--- src/rtl/jamma_pkg.sv ---
// Shared definitions for the JAMMA input front end: scan states, select width
// and the active-low "nothing pressed" word.
package jamma_pkg;

  typedef enum logic {
    ST_SETTLE = 1'b0,
    ST_SAMPLE = 1'b1
  } scan_state_t;

  localparam int MAX_JOY_W = 64;
  localparam logic [MAX_JOY_W-1:0] JOY_RELEASED = '1;

  function automatic int sel_w(input int num_ch);
    return (num_ch <= 2) ? 1 : 2;
  endfunction

endpackage

--- src/rtl/jamma_debounce.sv ---
// One channel's debouncer: publishes a sampled word once it has been seen
// DEBOUNCE_N more times in a row after first appearing.
module jamma_debounce
  import jamma_pkg::*;
#(
  parameter int JOY_W      = 8,
  parameter int DEBOUNCE_N = 3
) (
  input  logic             pclk,
  input  logic             rst,
  input  logic             smp_vld,
  input  logic [JOY_W-1:0] smp,
  output logic [JOY_W-1:0] word
);

  localparam int CNT_W = (DEBOUNCE_N > 0) ? $clog2(DEBOUNCE_N + 1) : 1;
  localparam logic [CNT_W-1:0] CNT_MAX = CNT_W'(DEBOUNCE_N);

  logic [JOY_W-1:0] prev;
  logic [CNT_W-1:0] cnt;
  logic [CNT_W-1:0] cnt_nxt;

  // A different sample restarts the run; an equal one extends it up to CNT_MAX.
  always_comb begin
    cnt_nxt = '0;
    if (smp == prev) begin
      cnt_nxt = (cnt == CNT_MAX) ? CNT_MAX : cnt + 1'b1;
    end
  end

  always_ff @(posedge pclk or posedge rst) begin
    if (rst) begin
      prev <= JOY_RELEASED[JOY_W-1:0];
      cnt  <= '0;
      word <= JOY_RELEASED[JOY_W-1:0];
    end else if (smp_vld) begin
      prev <= smp;
      cnt  <= cnt_nxt;
      if (cnt_nxt == CNT_MAX) begin
        word <= smp;
      end
    end
  end

endmodule

--- src/rtl/jamma_input_mux.sv ---
// JAMMA input front end: scans NUM_CH player channels over the shared JJOY bus,
// debounces each channel word, and synchronises/stretches the coin switches.
module jamma_input_mux
  import jamma_pkg::*;
#(
  parameter int NUM_CH     = 2,
  parameter int JOY_W      = 8,
  parameter int SETTLE_CYC = 4,
  parameter int DEBOUNCE_N = 3,
  parameter int COIN_PULSE = 16,
  localparam int SEL_W     = sel_w(NUM_CH)
) (
  input  logic                    CLK,
  input  logic                    RESET,
  input  logic [JOY_W-1:0]        JJOY,
  input  logic [JOY_W-1:0]        JOY_LOCAL,
  input  logic [NUM_CH-1:0]       JCOIN,
  output logic [SEL_W-1:0]        JSELECT,
  output logic [NUM_CH*JOY_W-1:0] joy_out,
  output logic [NUM_CH-1:0]       coin_out,
  output logic                    scan_done
);

  localparam int SLOT_W  = $clog2(SETTLE_CYC + 1);
  localparam int PULSE_W = $clog2(COIN_PULSE + 1);
  localparam logic [SLOT_W-1:0]  SLOT_LAST = SLOT_W'(SETTLE_CYC - 1);
  localparam logic [SEL_W-1:0]   SEL_LAST  = SEL_W'(NUM_CH - 1);
  localparam logic [PULSE_W-1:0] PULSE_LEN = PULSE_W'(COIN_PULSE);

  scan_state_t         state;
  scan_state_t         state_nxt;
  logic [SLOT_W-1:0]   slot;
  logic [SLOT_W-1:0]   slot_nxt;
  logic [SEL_W-1:0]    sel_nxt;
  logic [JOY_W-1:0]    jjoy_m;
  logic [JOY_W-1:0]    jjoy_s;
  logic [NUM_CH-1:0]   coin_m;
  logic [NUM_CH-1:0]   coin_s;
  logic [NUM_CH-1:0]   coin_d;
  logic [NUM_CH-1:0]   coin_armed;
  logic [PULSE_W-1:0]  pulse_cnt [NUM_CH];

  // Synchronisers reset to the released level so no false coin edge follows reset.
  always_ff @(posedge CLK or posedge RESET) begin
    if (RESET) begin
      jjoy_m <= '1;
      jjoy_s <= '1;
      coin_m <= '1;
      coin_s <= '1;
      coin_d <= '1;
    end else begin
      jjoy_m <= JJOY;
      jjoy_s <= jjoy_m;
      coin_m <= JCOIN;
      coin_s <= coin_m;
      coin_d <= coin_s;
    end
  end

  always_ff @(posedge CLK or posedge RESET) begin
    if (RESET) begin
      state   <= ST_SETTLE;
      slot    <= '0;
      JSELECT <= '0;
    end else begin
      state   <= state_nxt;
      slot    <= slot_nxt;
      JSELECT <= sel_nxt;
    end
  end

  always_comb begin
    state_nxt = state;
    slot_nxt  = slot;
    sel_nxt   = JSELECT;
    scan_done = 1'b0;
    case (state)
      ST_SETTLE: begin
        if (slot == SLOT_LAST) state_nxt = ST_SAMPLE;
        else                   slot_nxt  = slot + 1'b1;
      end
      ST_SAMPLE: begin
        state_nxt = ST_SETTLE;
        slot_nxt  = '0;
        sel_nxt   = (JSELECT == SEL_LAST) ? '0 : JSELECT + 1'b1;
        scan_done = (JSELECT == SEL_LAST);
      end
      default: state_nxt = ST_SETTLE;
    endcase
  end

  for (genvar k = 0; k < NUM_CH; k++) begin : g_ch
    logic [JOY_W-1:0] smp;
    logic             smp_vld;
    assign smp     = (k == 0) ? (jjoy_s & JOY_LOCAL) : jjoy_s;
    assign smp_vld = (state == ST_SAMPLE) && (JSELECT == SEL_W'(k));

    jamma_debounce #(
      .JOY_W      (JOY_W),
      .DEBOUNCE_N (DEBOUNCE_N)
    ) u_debounce (
      .pclk    (CLK),
      .rst     (RESET),
      .smp_vld (smp_vld),
      .smp     (smp),
      .word    (joy_out[k*JOY_W +: JOY_W])
    );
  end

  // A falling edge fires only while armed; re-arming waits for pulse end and a released switch.
  always_ff @(posedge CLK or posedge RESET) begin
    if (RESET) begin
      coin_armed <= '1;
      for (int k = 0; k < NUM_CH; k++) pulse_cnt[k] <= '0;
    end else begin
      for (int k = 0; k < NUM_CH; k++) begin
        if (coin_armed[k] && coin_d[k] && !coin_s[k]) begin
          pulse_cnt[k]  <= PULSE_LEN;
          coin_armed[k] <= 1'b0;
        end else if (pulse_cnt[k] != '0) begin
          pulse_cnt[k] <= pulse_cnt[k] - 1'b1;
        end else if (coin_s[k]) begin
          coin_armed[k] <= 1'b1;
        end
      end
    end
  end

  always_comb begin
    coin_out = '1;
    for (int k = 0; k < NUM_CH; k++) coin_out[k] = (pulse_cnt[k] == '0);
  end

endmodule
--- config.mk ---
export PLATFORM = sky130hd
export DESIGN_NAME = jamma_input_mux
export DESIGN_NICKNAME = d
export VERILOG_FILES = /design/src/rtl/jamma_pkg.sv /design/src/rtl/jamma_debounce.sv /design/src/rtl/jamma_input_mux.sv
export SDC_FILE = /design/constraint.sdc
export NUM_CORES = 1
export LEC_CHECK = 0
export BUFFER_PORTS_ARGS = -buffer_cell sky130_fd_sc_hd__buf_4
export CAP_MARGIN = 20
export CORE_MARGIN = 1.5
export CORE_UTILIZATION = 56
export CTS_CLUSTER_SIZE = 16
export DETAILED_ROUTE_END_ITERATION = 8
export PLACE_DENSITY = 0.81
export SKIP_CTS_REPAIR_TIMING = 1
export SYNTH_ARGS = -nofsm -noshare
export SYNTH_HDL_FRONTEND = slang
export SYNTH_SLANG_ARGS = --single-unit
--- constraint.sdc ---
create_clock -name CLK -period 2.6 [get_ports CLK]
set_input_delay 0.26 -clock CLK [delete_from_list [all_inputs] [get_ports CLK]]
set_output_delay 0.26 -clock CLK [all_outputs]
set_load 0.05 [all_outputs]
# Word level (Yosys, flattened, before mapping)

Index checks and enable logic that the tools add are counted.

Bits in registers: 75
Bits in latches: 0
Bits in writable memories: 0
Bits in read-only memories: 0
Output and inout port bits: 20
Memories: 0

$add $sub $neg: 6
Multipliers: 0
Divide/modulo/power cells: 0
Order comparisons: 0
Equality and inequality tests: 10
Shift-type cells: 0
Muxes and demuxes: 20
Bitwise operators: 3
Reduce and logical (&&, ||, !) cells: 20

Operators with widths:

| cell                  | count |
|---|---|
| $mux W5               | 4 |
| $eq A8 B8 Y1          | 2 |
| $logic_not A5 Y1      | 2 |
| $reduce_bool A5 Y1    | 2 |
| $sub A5 B1 Y5 const B | 2 |
| $mux W1               | 9 |
| $and A8 B8 Y8         | 1 |
| $eq A2 B2 Y1 const B  | 4 |
| $mux W2               | 4 |
| $reduce_and A2 Y1     | 4 |
| $reduce_bool A2 Y1    | 4 |
| $logic_and A1 B1 Y1   | 6 |
| $ne A2 B2 Y1 const B  | 3 |
| $pmux W3 S2           | 1 |
| $add A2 B1 Y2 const B | 2 |
| $add A3 B1 Y3 const B | 1 |
| $eq A3 B2 Y1 const B  | 1 |
| $mux W3               | 1 |
| $logic_not A1 Y1      | 2 |
| $not A1 Y1            | 2 |
| $pmux W1 S2           | 1 |
| $add A1 B1 Y1 const B | 1 |

# Longest topological paths before layout

Gate-level depths: netlist (run 1).

Depth in word-level cells: 5
Gate-level depth with buffers: 7
Gate-level depth less buffers: 7

# By module

Synthesis (run 1) repeated with hierarchy kept, for this count alone.

Cells, all modules: 218
Area total of the unflattened synthesis: 3079.2 um^2

Modules (own cells, without submodules):

| module          | instances | cells each | area an instance (um^2) | seq. area each (um^2) |
|---|---|---|---|---|
| jamma_debounce  | 2         | 54         | 799.5                   | 470.5 |
| jamma_input_mux | 1         | 110        | 1480.2                  | 1006.0 |

# Least setup slack after synthesis (run 1)

Ideal clock, no wire load.

Kind: reg-to-reg
Start point: register pulse_cnt[0] (netlist bit)
End point: register pulse_cnt[3] (netlist bit)
Library setup time: 0.122 ns
Arrival time: 2.207 ns
Slack: 0.272 ns
Cell stages (with the launch flop): 8
Path buffers: 0
Path through: dfrtp_1 > inv_1 > ha_1 > or3b_2 > nor2_1 > nor3_1 > a21oi_1 > nor2_1

Longest elaborated chain between the ends: 3

Ends and longest elaborated chain:

| element                           | RTL line               | source |
|---|---|---|
| from (decl)                       | jamma_input_mux.sv:41  | `logic [PULSE_W-1:0] pulse_cnt [NUM_CH];` |
| from (signal, indexed assignment) | jamma_input_mux.sv:121 | `pulse_cnt[k] <= pulse_cnt[k] - 1'b1;` |
| $sub A5 B1 Y5                     | jamma_input_mux.sv:121 |  |
| $mux W5                           | jamma_input_mux.sv:120 | `end else if (pulse_cnt[k] != '0) begin` |
| $mux W5                           | jamma_input_mux.sv:117 | `if (coin_armed[k] && coin_d[k] && !coin_s[k]) begin` |

Several ways; a longest one is shown, not always the timed one. The select of a mux whose other input is x is not followed.
A chain may end at the register's enable or synchronous reset.

# Final worst setup path (run 1)

Start point: register pulse_cnt[0] (netlist bit)
End point: output port coin_out[1]

Longest elaborated chain between the ends: 1

Ends and longest elaborated chain:

| element          | RTL line               | source |
|---|---|---|
| $logic_not A5 Y1 | jamma_input_mux.sv:131 | `for (int k = 0; k < NUM_CH; k++) coin_out[k] = (pulse_cnt[k] == '0);` |
| to (decl)        | jamma_input_mux.sv:20  | `output logic [NUM_CH-1:0] coin_out,` |

No other way between the ends.

==> results.toml, run 1 <==
[sta]
holdWs_ns = -0.0325
fin_crit_ns = 2.44
finalMaxSlewViolations = 0
rsz0062_at_grt = "no"
post-route-period-util = 0.938
hold_viol = 12
finalSetupViolations = 0
worst_slew_pin_slew_ns = 0.570
finalClockSkew_ns = 0.00924
setup_tns_ns = 0
relSlewSlack = 0.619
fmax_ghz = 0.410

[final_layout]
layout.filler_cells = 361
final_util = 0.701
antennaDiodeCount = 0
nets = 315
final_area_um2 = 3630
area_delta_synth_final_pct = 19.6
drive_gt1_frac = 0.470

[yosys]
synth_cells = 242
synthTopCellsByArea = "dfstp_2 (49%), dfrtp_1 (16%), mux2_2 (6.3%), a21oi_1 (3.3%), mux2i_1 (3.3%)"
synthArstFlopShare = 1.00
yosysSeqAreaShare = 0.642
synth.top_cell.area_share = 0.485
synth_fp_nets = 266
synthesis.area_um2 = 3030
synth.avg_cell_area_um2 = 12.5
ys_warn_count = 0
ys.flop_type = "dfstp_2"
synth_edf_count = 0
synth-seq-cells = 75
synth_top_cell_by_area = "dfstp_2"
netlist-cell-type-count = 31

[route]
routedWlPerCell_um = 14.0
drc = 0
wl_mm = 5.13
drt-initial-drc-count = 171
ant_nets = 0
vias = 1908
drt-vias-per-instance = 5.21
first_pass_iters = 4

[grt]
track_usage = 0.203
met1_usage = 0.251
met2_usage = 0.329
grt_overflow_total = 0
grt_busiest_layer = "met2"
first_global_vias = 1937
grt_max_degree = 76
grt_pass1_wl_mm = 9.02
grt_util_met3 = 0.0611
antenna_found_initial = 0

[floorplan]
dieArea_um2 = 5860
core.rowCount = 26
start_util = 0.586
die_w_um = 76.6
die-height_um = 76.6
pin_count = 40
core-area_um2 = 5170

[clock_network]
cts.sinks = 75
clockRootBuffer = "clkbuf_8"
cts_buffer_depth = 2
clock_latency_ns = 0.34
ctsHtreeMaxLevel = 3
cts_tree = "done"
cts_made_buffers = 9
clk_pin_slew_ns = 0.08

[run_status]
violations = "hold timing"
status = "complete, but fails checks"

[worst_setup_path]
cp-start-kind = "flip-flop"
endpoint_kind = "output pin"
critPathMaxFanout = 7
worstSetupPathType = "flip-flop to output pin"
required_ns = 2.34
worstPathArrival_ns = 2.18
rrSetupSlack_ns = 0.58

[hold_path]
min_path_type = "primary input to asynchronous set/reset pin"

[placement]
port_buffers = 39
place_area_um2 = 3420
dp_hpwl_mm = 3.55
routabilityCongestion = 0.749

[job]
drv_cap = 0

[pwr]
p_per_area_nw_per_um2 = 756
p_leak_nw = 1.61
peakVddDrop_uv = 442
[cell families after synthesis]
family / after synthesis / synth area share
compound gates: 37 / 0.0652
flops: 75 / 0.642
simple gates: 65 / 0.114
buf+inv: 21 / 0.0264
fa+ha+maj: 4 / 0.0165
xor+xnor: 12 / 0.0347
mux: 28 / 0.101
[synthesized netlist by cell type (3+ instances only)]
library cell  instances
nor2b_1               3
o22ai_1               4
nor2_1               19
a21oi_1              20
and3_2                4
dfrtp_1              19
xnor2_1              10
o21ai_0              10
ha_1                  4
inv_1                17
clkbuf_1              3
mux2_2               17
nand2_1              19
mux2i_1              10
and3_1                7
dfstp_2              56
[metal layers]
layer | wire length [µm] | share of wire | vias to the layer above
li1 | - | - | 919
met1 | 2350 | 0.46 | 947
met2 | 2530 | 0.49 | 34
met3 | 176 | 0.034 | 8
met4 | 73 | 0.014 | 0
met5 | 0 | 0 | -
[final cells by class]
class	count	area, µm²	area share
flip-flops and latches	75	1950	0.537
clock buffers	11	141	0.0390
inverters	17	63.8	0.0176
clock inverters	5	52.6	0.0145
well taps	70	87.6	0.0241
multi-input cells	146	1000	0.277
repair buffers	42	330	0.0911
[registers in the layout, summed over array words and instances, names as in the netlist, 3 cells and up]
name	flops
g_ch.u_debounce.cnt	4
slot	3
jjoy_m	8
g_ch.u_debounce.word	16
g_ch.smp	8
g_ch.u_debounce.prev	16
pulse_cnt	10
[power by group]
part           leakage (nW)  internal, mW  switching, mW
Combinational         0.700         0.212          0.247
Clock                0.0991         0.464          0.402
Sequential            0.814          1.33         0.0884
[final timing paths]
check,from,endpoint,cells after the start
max,pulse_cnt[0],coin_out[1],5
min,RESET,pulse_cnt[3],3
max reg2reg,g_ch[1].smp[1],g_ch[0].u_debounce.word[7],5
min reg2reg,coin_m[1],coin_s[1],0
max in group asynchronous,RESET,g_ch[1].u_debounce.prev[0],3
min in group CLK,JJOY[7],jjoy_m[7],1
[critical path, stage by stage, from the launching register on]
cell and delay [ns]:
dfrtp_1 0.37, inv_1 0.09, ha_1 0.18, or3b_2 0.46, nor2_1 0.43, buf_4 0.30
[layout by cell type (no fill, tap or decap), types with 7 or more instances in the layout]
master and count:
a21oi_1 20, and3_1 7, buf_4 40, clkbuf_8 10, dfrtp_1 19, dfstp_2 56, inv_1 16, mux2_2 17
mux2i_1 10, nand2_1 19, nor2_1 19, o21ai_0 10, xnor2_1 10
[through the flow]
step | hold slack [ns] | power, mW | setup WS, ns | std cells
finish | -0.0325 | 2.74 | 0.162 | 366
floorplan | 0.264 | 1.77 | 0.272 | 242
global placement | 0.345 | 1.87 | 0.610 | 349
detailed placement | 0.347 | 1.90 | 0.565 | 349
global route | 0.00160 | 2.90 | 0.107 | 366
CTS | -0.00248 | 2.77 | 0.175 | 365
No activity file was read; power rests on OpenSTA's default activity.
==> run 2: changes to the inputs <==
clock period = 2.63 ns   (was 2.6 ns; I/O delays follow)
==> run 2 against run 1 <==
The flow still finishes with violations (hold timing); total power up 0.31%; design area up 1.8%; combinational power up 3%; die area unchanged; first-iteration DRC count down 69%; setup slack better by 0.075 ns; clock power up 1%; final cell count up 1.9%; largest cell class unchanged.
==> results.toml, run 2 (synthesis results as in run 1) <==
[pwr]
pwr-share-seq = 0.510
p_per_area_nw_per_um2 = 745
power.share.combinational = 0.171
peakVddDrop_uv = 499
p_sw_frac = 0.284
p_leak_nw = 1.63
p_clk_frac = 0.319
switchingPower_mw = 0.781
p_int_mw = 1.97

[route]
drt-initial-drc-count = 53
routedWlPerCell_um = 14.6
drt-vias-per-instance = 5.21
drc = 0
first_pass_iters = 4
ant_nets = 0
vias = 1942
wl_mm = 5.45

[worst_setup_path]
r2r_end = "g_ch[0].u_debounce.word[7]"
reg2reg_from = "g_ch[1].smp[0]"
required_ns = 2.37
slowest_delay_ns = 0.47
critPathMaxFanout = 7
path_cells = "inv_1 -> ha_1 -> or3b_2 -> nor2_1 -> buf_4"
rrSetupSlack_ns = 0.60
endpoint_kind = "output pin"
worstPathArrival_ns = 2.13
worstSetupPathType = "flip-flop to output pin"
cp-start-kind = "flip-flop"
slowest_stage = "or3b_2"
reg2reg_depth = 5

[job]
drv_cap = 0

[sta]
setup_tns_ns = 0
relSlewSlack = 0.607
post-route-period-util = 0.910
worst_slew_pin_slew_ns = 0.589
fmax_ghz = 0.418
finalMaxSlewViolations = 0
holdWs_ns = -0.0183
finalSetupViolations = 0
rsz0062_at_grt = "no"
hold_viol = 7
finalClockSkew_ns = 0.0120
fin_crit_ns = 2.39

[floorplan]
die_w_um = 76.6
core.rowCount = 26
start_util = 0.586
pin_count = 40
dieArea_um2 = 5860
core-area_um2 = 5170
die-height_um = 76.6

[run_status]
status = "complete, but fails checks"
violations = "hold timing"

[placement]
routabilityCongestion = 0.761
place_area_um2 = 3420
port_buffers = 39
place_inst = 350
dp_hpwl_mm = 3.86

[clock_network]
clock_latency_ns = 0.35
cts.sinks = 75
clk_pin_slew_ns = 0.09
cts_tree = "done"
cts_made_buffers = 9
ctsHtreeMaxLevel = 3
clockRootBuffer = "clkbuf_8"
cts_buffer_depth = 2

[final_layout]
nets = 322
final_area_um2 = 3690
reg_top3 = "g_ch.u_debounce.prev (16), g_ch.u_debounce.word (16), pulse_cnt (10)"
antennaDiodeCount = 0
instances_no_fill = 373
layout_commonest_cell = "dfstp_2"
final_util = 0.714
area_delta_synth_final_pct = 21.7
layout.filler_cells = 376
mostFrequentLayoutCells = "dfstp_2 (56), buf_4 (42), a21oi_1 (20)"
drive_gt1_frac = 0.465

[hold_path]
min_path_type = "primary input to asynchronous set/reset pin"

[grt]
grt_pass1_wl_mm = 9.25
antenna_found_initial = 0
grt_max_degree = 35
grt_overflow_total = 0
first_global_vias = 1950
track_usage = 0.208
run 2: worst max-delay path by stage:
stage	from	to	slack, ns	depth (start not counted)
5_1_grt	pulse_cnt[0]	coin_out[1]	0.10	5
4_1_cts	pulse_cnt[0]	coin_out[1]	0.20	5
2_1_floorplan	pulse_cnt[0]	pulse_cnt[3]	0.30	7
3_3_place_gp	g_ch[1].smp[1]	g_ch[0].u_debounce.word[7]	0.64	5
3_5_place_dp	pulse_cnt[0]	coin_out[1]	0.60	5
6_report	pulse_cnt[0]	coin_out[1]	0.24	5
run 2: worst max-delay path: cells and delay by family (launching register included):
| family | cells | cell delay [ns] |
|---|---|---|
| and+or+nand+nor | 2 | 0.86 |
| DFF | 1 | 0.37 |
| buffers and inverters | 2 | 0.38 |
| adders and majority gates | 1 | 0.18 |
run 2: area by class of cell:
class,instances,area (µm²),area share
sequential,75,1950,0.527
multi-input combinational,146,1000,0.272
timing repair buffer,49,385,0.104
clock buffer,9,124,0.0336
tap,70,87.6,0.0237
clock inverter,7,78.8,0.0214
inverter,17,63.8,0.0173
run 2: through the flow:
stage | power [mW] | setup slack [ns]
final | 2.75 | 0.237
after CTS | 2.78 | 0.203
after global routing | 2.91 | 0.104
after detailed placement | 1.89 | 0.596
after global placement | 1.85 | 0.636
after floorplan | 1.75 | 0.302
run 2: routing by layer:
layer | up-vias | routed length [µm] | global-route usage
met3 | 10 | 248 | 0.0719
met5 | - | 0 | 0
met4 | 0 | 102 | 0.0833
li1 | 927 | - | -
met1 | 960 | 2370 | 0.252
met2 | 45 | 2730 | 0.342
run 2: power by group through the flow:
stage	combinational, mW	clock (mW)	sequential [mW]
detailed placement	0.466	0	1.42
global route	0.539	0.953	1.42
finish	0.471	0.876	1.40
global placement	0.438	0	1.41
floorplan	0.358	0	1.40
CTS	0.469	0.907	1.40
==> run 3: changes to the inputs <==
CORE_UTILIZATION = 57   (was 56)
CTS_BUF_LIST = sky130_fd_sc_hd__clkbuf_4   (was unset)
PLACE_DENSITY = 0.82   (was 0.81)
==> run 3 against run 2 <==
The flow now finishes without violations; via count shrank 0.36%; hold slack gained 0.14 ns; non-clock buffer count grew 3; die area shrank 1.7%; global-route usage shrank 1.0 points; design area shrank 0.58%; critical endpoint unchanged.
==> results.toml, run 3 (synthesis results as in run 1) <==
[final_layout]
layout.filler_cells = 395
reg_top3 = "g_ch.u_debounce.prev (16), g_ch.u_debounce.word (16), pulse_cnt (10)"
antennaDiodeCount = 0
drive_gt1_frac = 0.458
nets = 325
instances_no_fill = 376
layout_commonest_cell = "dfstp_2"
seq_area_um2 = 1950
multi_input_area_um2 = 1010
area_delta_synth_final_pct = 21.0
final_area_um2 = 3670
final_util = 0.719
mostFrequentLayoutCells = "dfstp_2 (56), buf_4 (40), a21oi_1 (20)"

[clock_network]
clock_latency_ns = 0.41
clk_pin_slew_ns = 0.12
cts.sinks = 75
cts_made_buffers = 9
ctsHtreeMaxLevel = 3
clockRootBuffer = "clkbuf_4"
cts_buffer_depth = 2
cts_tree = "done"

[route]
routedWlPerCell_um = 14.1
drt-initial-drc-count = 94
drt-vias-per-instance = 5.15
wl_mm = 5.30
ant_nets = 0
first_pass_iters = 4
drc = 0
vias = 1935

[grt]
met2_usage = 0.323
grt_busiest_layer = "met2"
met1_usage = 0.247
grt_pass1_wl_mm = 8.87
grt_max_degree = 76
antenna_found_initial = 0
first_global_vias = 1974
grt_overflow_total = 0
grt_util_met3 = 0.0542
track_usage = 0.198

[worst_setup_path]
critPathMaxFanout = 7
cp-start-kind = "flip-flop"
worstPathArrival_ns = 2.07
worstSetupPathType = "flip-flop to output pin"
required_ns = 2.37
endpoint_kind = "output pin"

[sta]
finalClockSkew_ns = 0.0206
setup_tns_ns = 0
post-route-period-util = 0.888
setup_slack_ns = 0.296
relSlewSlack = 0.626
fin_crit_ns = 2.33
worst_slew_pin_slew_ns = 0.560
fmax_ghz = 0.428
hold_viol = 0
finalMaxSlewViolations = 0
rsz0062_at_grt = "no"
holdWs_ns = 0.118
finalSetupViolations = 0

[job]
drv_cap = 0

[run_status]
status = "finished, final reports clean"

[floorplan]
die_w_um = 75.9
core-area_um2 = 5110
die-height_um = 75.9
start_util = 0.594
dieArea_um2 = 5770
pin_count = 40
core.rowCount = 26

[placement]
routabilityCongestion = 0.793
place_area_um2 = 3420
place_ws_ns = 0.587
port_buffers = 39
dp_hpwl_mm = 3.60
place_inst = 349

[hold_path]
min_path_type = "primary input to flip-flop"

[pwr]
p_total_mw = 2.56
p_leak_nw = 1.63
peakVddDrop_uv = 417
p_per_area_nw_per_um2 = 697
-- run 3: cell types whose count changed in the layout (fill, tap and decap cells not counted), sizes merged --
cell         change
dlygate4sd3      +4
clkbuf           +3
clkinvlp         -3
buf              -1
-- run 3: final timing paths --
| path | start | endpoint | slack [ns] | cells after the start |
|---|---|---|---|---|
| setup / recovery | pulse_cnt[0] | coin_out[1] | 0.30 | 5 |
| hold / removal | JOY_LOCAL[4] | g_ch[0].u_debounce.prev[4] | 0.12 | 3 |
| hold reg to reg | jjoy_m[4] | g_ch[1].smp[4] | 0.35 | 0 |
| max in group asynchronous | RESET | g_ch[1].u_debounce.prev[3] | 1.78 | 4 |
| min in group asynchronous | RESET | pulse_cnt[3] | 0.47 | 4 |
| setup reg to reg | g_ch[1].smp[1] | g_ch[0].u_debounce.word[7] | 0.58 | 5 |
-- run 3: per-layer routing --
| metal | routed length (µm) | part of all wire |
|---|---|---|
| met4 | 97 | 0.018 |
| met2 | 2700 | 0.51 |
| met5 | 0 | 0 |
| met3 | 186 | 0.035 |
| met1 | 2320 | 0.44 |
-- run 3: report_power, final --
group	switching, mW	internal (mW)
combinational	0.254	0.219
sequential	0.0894	1.31
clock	0.365	0.317
total	0.709	1.85
-- run 3: layout make-up --
type	count	share of cell area
timing repair buffer	52	0.117
clock buffer	12	0.0245
sequential	75	0.531
tap	70	0.0239
multi-input combinational	146	0.274
clock inverter	4	0.0119
inverter	17	0.0174
-- run 3: worst max-delay path, cell delays in order, from the launching register on --
cell and delay [ns]:
dfrtp_1 0.38, inv_1 0.09, ha_1 0.18, or3b_2 0.48
nor2_2 0.27, buf_4 0.26
